`config.mk`:
```
export PLATFORM = sky130hd
export DESIGN_NAME = frame_sequencer
export DESIGN_NICKNAME = d
export VERILOG_FILES = /design/src/rtl/render_pkg.sv /design/src/rtl/stage_watchdog.sv /design/src/rtl/frame_sequencer.sv
export SDC_FILE = /design/constraint.sdc
export NUM_CORES = 1
export LEC_CHECK = 0
export CAP_MARGIN = 10
export CORE_ASPECT_RATIO = 1.25
export CORE_UTILIZATION = 48
export DETAILED_ROUTE_END_ITERATION = 16
export PLACE_DENSITY_LB_ADDON = 0.12
export SYNTH_ARGS = -nofsm -noshare
export SYNTH_HDL_FRONTEND = slang
export SYNTH_HIERARCHICAL = 1
export SYNTH_SLANG_ARGS = --single-unit
```
`constraint.sdc`:
```
create_clock -name sysclk -period 2.29 [get_ports sysclk]
set_clock_uncertainty 0.05 [all_clocks]
set_input_delay 0.229 -clock sysclk [delete_from_list [all_inputs] [get_ports sysclk]]
set_output_delay 0.229 -clock sysclk [all_outputs]
set_load 0.05 [all_outputs]
```
`src/rtl/render_pkg.sv`:
```
// Shared types and constants for the render frame pipeline: sequencer states,
// default counter widths and the frame period derived from clock speed and FPS.
package render_pkg;

    typedef enum logic [1:0] {
        IDLE   = 2'd0,
        CLEAR  = 2'd1,
        RENDER = 2'd2,
        SWAP   = 2'd3
    } seq_state_t;

    localparam int FRAME_CNT_W_DEF     = 16;
    localparam int OVR_CNT_W_DEF       = 8;
    localparam int SYS_CLK_SPEED       = 100_000_000;
    localparam int FPS                 = 60;
    localparam int FRAME_PERIOD_CYCLES = SYS_CLK_SPEED / FPS;

endpackage

```
`src/rtl/stage_watchdog.sv`:
```
// Cycle watchdog shared by the CLEAR and RENDER stages; expire marks the
// TIMEOUT-th enabled cycle since the last load. TIMEOUT=0 never expires.
module stage_watchdog #(
    parameter int TIMEOUT = 0
) (
    input  logic clk,
    input  logic rst,
    input  logic load,
    input  logic enable,
    output logic expire
);

    localparam int CW = (TIMEOUT < 2) ? 1 : $clog2(TIMEOUT);

    logic [CW-1:0] cnt_q, cnt_d;
    logic          last;

    assign last   = (cnt_q == CW'(TIMEOUT - 1));
    assign expire = (TIMEOUT > 0) && enable && last;

    always_comb begin
        cnt_d = cnt_q;
        if (load) begin
            cnt_d = '0;
        end else if (enable && !last) begin
            cnt_d = cnt_q + CW'(1);
        end
    end

    always_ff @(posedge clk or posedge rst) begin
        if (rst) begin
            cnt_q <= '0;
        end else begin
            cnt_q <= cnt_d;
        end
    end

endmodule

```
`src/rtl/frame_sequencer.sv`:
```
// Frame sequencer: turns rising edges of the frame tick into clear -> render -> swap.
// Optional macro FRAME_STATS_EN adds last/max frame-length statistics ports.
module frame_sequencer
    import render_pkg::*;
#(
    parameter int FRAME_CNT_W   = FRAME_CNT_W_DEF,
    parameter int OVR_CNT_W     = OVR_CNT_W_DEF,
    parameter int STAGE_TIMEOUT = 0
) (
    input  logic                   sysclk,
    input  logic                   reset,
    input  logic                   update,
    output logic                   clear_req,
    input  logic                   clear_done,
    output logic                   render_req,
    input  logic                   render_done,
    output logic                   swap,
    output logic                   front_buf,
    output logic                   busy,
    output logic [FRAME_CNT_W-1:0] frame_count,
    output logic [OVR_CNT_W-1:0]   overrun_count,
    output logic                   timeout_err,
    output seq_state_t             dbg_state
`ifdef FRAME_STATS_EN
    ,
    output logic [31:0]            last_frame_cycles,
    output logic [31:0]            max_frame_cycles
`endif
);

    seq_state_t             state_q, state_d;
    logic                   update_q, pending_q, pending_d;
    logic                   front_q, front_d, tout_q, tout_d;
    logic [FRAME_CNT_W-1:0] frame_q, frame_d;
    logic [OVR_CNT_W-1:0]   ovr_q, ovr_d;
    logic                   tick, ovr_inc;
    logic                   wd_load, wd_enable, wd_expire;

    assign tick = update & ~update_q;

    // Handshake: a req stays high from stage entry until its done pulse is
    // sampled (or the watchdog fires); done outside its own stage is ignored.
    assign clear_req     = (state_q == CLEAR);
    assign render_req    = (state_q == RENDER);
    assign swap          = (state_q == SWAP);
    assign busy          = (state_q != IDLE);
    assign front_buf     = front_q;
    assign frame_count   = frame_q;
    assign overrun_count = ovr_q;
    assign timeout_err   = tout_q;
    assign dbg_state     = state_q;

    assign wd_enable = (state_q == CLEAR) || (state_q == RENDER);
    assign wd_load   = (state_d != state_q) && ((state_d == CLEAR) || (state_d == RENDER));

    stage_watchdog #(
        .TIMEOUT(STAGE_TIMEOUT)
    ) u_wd (
        .clk   (sysclk),
        .rst   (reset),
        .load  (wd_load),
        .enable(wd_enable),
        .expire(wd_expire)
    );

    always_comb begin
        state_d   = state_q;
        pending_d = pending_q;
        front_d   = front_q;
        frame_d   = frame_q;
        ovr_d     = ovr_q;
        tout_d    = tout_q;
        ovr_inc   = 1'b0;

        // One frame may queue behind the active one; further ticks are dropped.
        if (tick && (state_q != IDLE)) begin
            if (pending_q) begin
                ovr_inc = 1'b1;
            end else if (state_q != SWAP) begin
                pending_d = 1'b1;
            end
        end

        case (state_q)
            IDLE: begin
                if (tick) state_d = CLEAR;
            end
            CLEAR: begin
                if (clear_done) begin
                    state_d = RENDER;
                end else if (wd_expire) begin
                    state_d   = IDLE;
                    tout_d    = 1'b1;
                    pending_d = 1'b0;
                end
            end
            RENDER: begin
                if (render_done) begin
                    state_d = SWAP;
                end else if (wd_expire) begin
                    state_d   = IDLE;
                    tout_d    = 1'b1;
                    pending_d = 1'b0;
                end
            end
            SWAP: begin
                front_d   = ~front_q;
                frame_d   = frame_q + FRAME_CNT_W'(1);
                pending_d = 1'b0;
                state_d   = (pending_q || tick) ? CLEAR : IDLE;
            end
            default: state_d = IDLE;
        endcase

        if (ovr_inc && (ovr_q != '1)) begin
            ovr_d = ovr_q + OVR_CNT_W'(1);
        end
    end

    always_ff @(posedge sysclk or posedge reset) begin
        if (reset) begin
            state_q   <= IDLE;
            update_q  <= 1'b0;
            pending_q <= 1'b0;
            front_q   <= 1'b0;
            frame_q   <= '0;
            ovr_q     <= '0;
            tout_q    <= 1'b0;
        end else begin
            state_q   <= state_d;
            update_q  <= update;
            pending_q <= pending_d;
            front_q   <= front_d;
            frame_q   <= frame_d;
            ovr_q     <= ovr_d;
            tout_q    <= tout_d;
        end
    end

`ifdef FRAME_STATS_EN
    logic [31:0] stat_cnt_q, stat_cnt_d, stat_inc;
    logic [31:0] last_q, last_d, max_q, max_d;

    assign last_frame_cycles = last_q;
    assign max_frame_cycles  = max_q;

    // stat_inc is the length of the frame so far, including the current cycle.
    always_comb begin
        stat_inc   = (stat_cnt_q == '1) ? stat_cnt_q : stat_cnt_q + 32'd1;
        stat_cnt_d = stat_cnt_q;
        last_d     = last_q;
        max_d      = max_q;
        if (state_q != IDLE) stat_cnt_d = stat_inc;
        if (state_q == SWAP) begin
            last_d = stat_inc;
            if (stat_inc > max_q) max_d = stat_inc;
        end
        if ((state_d == CLEAR) && (state_q != CLEAR)) stat_cnt_d = '0;
    end

    always_ff @(posedge sysclk or posedge reset) begin
        if (reset) begin
            stat_cnt_q <= '0;
            last_q     <= '0;
            max_q      <= '0;
        end else begin
            stat_cnt_q <= stat_cnt_d;
            last_q     <= last_d;
            max_q      <= max_d;
        end
    end
`endif

endmodule

```
==> results.txt <==
Root Driver: clkbuf_4
routability congestion estimate: 0.7584
cts repair resizes: 0
post-route cell area: 1854 um2
placed inst area: 1807 um2
Rel. slew slack: 65.18%
Final Critical Period: 2.204 ns
port bufs: 36
clk buf depth: 2
Hold Crit Class: in -> async
post-synthesis cell area: 1418 um2
Clock transition at path regs: 0.08 ns
Reg2Reg Depth: 7
initial antenna violation count: 0
worst setup path end: render_req
crit path launch: dbg_state[0]$_DFF_PP0_
CP max stage cell: clkdlybuf4s50_1
Hold Worst Slack: 0.2376 ns
NumNets Final: 173
DRC Markers: 0
YS warnings: 6
sw power: 0.9454 mW
Power Dens Cells: 1102 nW/um2
Tot GR Track Use: 19.29%
Setup Total Neg Slack: 0 ns
worst skew pair latency: 0.31 ns
GR Overflow Total: 0
cts bufs inserted: 5
Non-Filler Instances: 196
Post-CTS Hold Fix Bufs: 0
period utilization: 96.26%
layout cell share with drive strength beyond 1: 11.73%
Routed WL per cell: 13.35 um
Worst-Margin Slew: 0.5207 ns
CTS tree: built
CP startpoint kind: register
clock share of power: 13.5%
Initial Utilization: 51.88%
switch share: 46.25%
height of the chip: 62.76 um
CTS H-tree lvls: 2
Req. time, crit path: 2.01 ns
Layout area overhead: 30.80%
full die area: 3176 um2
critical setup path kind: reg -> out
max-cap violation count: 0
Worst EP arrival: 1.93 ns
R2R Setup Slk: 0.58 ns
I/O pin cnt: 37
Final setup viols: 0
vias: 1031
largest net degree at the start of global routing: 31
Max Slew Vio Count: 0
Critical Path, Cell by Cell: inv_1 -> ha_1 -> clkdlybuf4s50_1
number of global-route vias before repair: 1058
CP peak stage delay: 0.84 ns
Combinational Power Share: 48.9%
Rows: 21
final wirelength: 2617 um
CP Capture Type: output pin
Peak VDD IR: 0.0007540 V
HPWL Detailed: 1936 um
Internal: 1.099 mW
Crit Path Max Fanout: 5
Post-DRT Antenna Nets: 0
Final Hold Fails: 0
post-CTS setup buffer count: 0
Static Leak: 0.8268 nW
status: complete, no violations
Mapped Cells: 121
syn_nets: 132
first-pass GRT wire length: 4567 um
post-layout util: 67.86%
RSZ-0062 raised after global routing: no
clock sinks: 30
drt first pass iters: 4
vias per cell: 5.260
drt initial violations: 11
Core Area: 2733 um2
antenna diode count: 0
worst reg2reg startpoint: dbg_state[0]$_DFF_PP0_
die width: 50.61 um
placed cells: 189
reg-to-reg endpoint: overrun_count[7]$_DFFE_PP0P_
Reg power frac: 37.5%
Fmax achieved: 453.7 MHz
Avg Cell Area, Syn: 11.72 um2
==> state kept, by name (all words and copies together) (netlist names) <==
name and cells:
front_buf 1, pending_q 1, update_q 1, dbg_state 2, frame_count 16, timeout_err 1, overrun_count 8
==> worst max-delay path: cells and delay by family (launching register included) <==
kind | cells | cell delay [ns]
buf+inv | 2 | 0.93
fa+ha+maj | 1 | 0.25
flops | 1 | 0.44
==> worst min path at each step <==
stage,cells after the start,from,slack (ns),endpoint
floorplan,0,update,0.21,update_q$_DFF_PP0_
global placement,1,front_buf$_DFFE_PP0N_,0.41,front_buf$_DFFE_PP0N_
detailed placement,1,timeout_err$_DFFE_PP0P_,0.42,timeout_err$_DFFE_PP0P_
CTS,3,reset,0.25,frame_count[5]$_DFFE_PP0N_
global route,3,reset,0.27,frame_count[15]$_DFFE_PP0N_
finish,3,reset,0.24,front_buf$_DFFE_PP0N_
==> routing by layer <==
layer | GRT usage [%] | routed length [um]
met1 | 22.04 | 1132
met5 | 0 | 0
met2 | 32.67 | 1320
met4 | 6.944 | 29
met3 | 6.813 | 134
==> power groups by stage <==
stage / Combinational, mW / Sequential, mW / Clock, mW
4_1_cts: 1.01 / 0.767 / 0.286
5_1_grt: 1.06 / 0.787 / 0.316
2_1_floorplan: 0.412 / 1.06 / 0
3_5_place_dp: 1.00 / 0.776 / 0
3_3_place_gp: 0.982 / 0.767 / 0
6_report: 1.00 / 0.767 / 0.277
==> cell usage in the layout (no fill, tap or decap), types with 2 or more instances in the layout <==
cell / count
nor2_2: 2
nand3_1: 6
nor2_1: 4
clkdlybuf4s50_1: 35
a21oi_1: 3
and3_1: 3
o21ai_1: 2
nand2_1: 10
clkbuf_4: 5
xnor2_1: 15
xor2_1: 8
nand4_1: 7
clkbuf_1: 2
dfrtp_2: 2
ha_1: 5
inv_1: 6
dfrtp_1: 28
a22o_1: 2
==> metrics by stage <==
| stage | setup slack [ns] | power [mW] |
|---|---|---|
| final | 0.08574 | 2.044 |
| after floorplan | 0.1381 | 1.468 |
| after detailed placement | 0.3674 | 1.780 |
| after global placement | 0.4124 | 1.749 |
| after CTS | 0.02031 | 2.063 |
| after global routing | 0.01281 | 2.162 |
==> layout make-up <==
type,instances,area [um2]
inverters,6,22.52
flip-flops and latches,30,753.2
repair buffers,37,370.4
clock buffers,7,45.04
well taps,34,42.54
fillers,219,878.3
multi-input cells,82,620.6
Power figures use the tool's default switching activity.
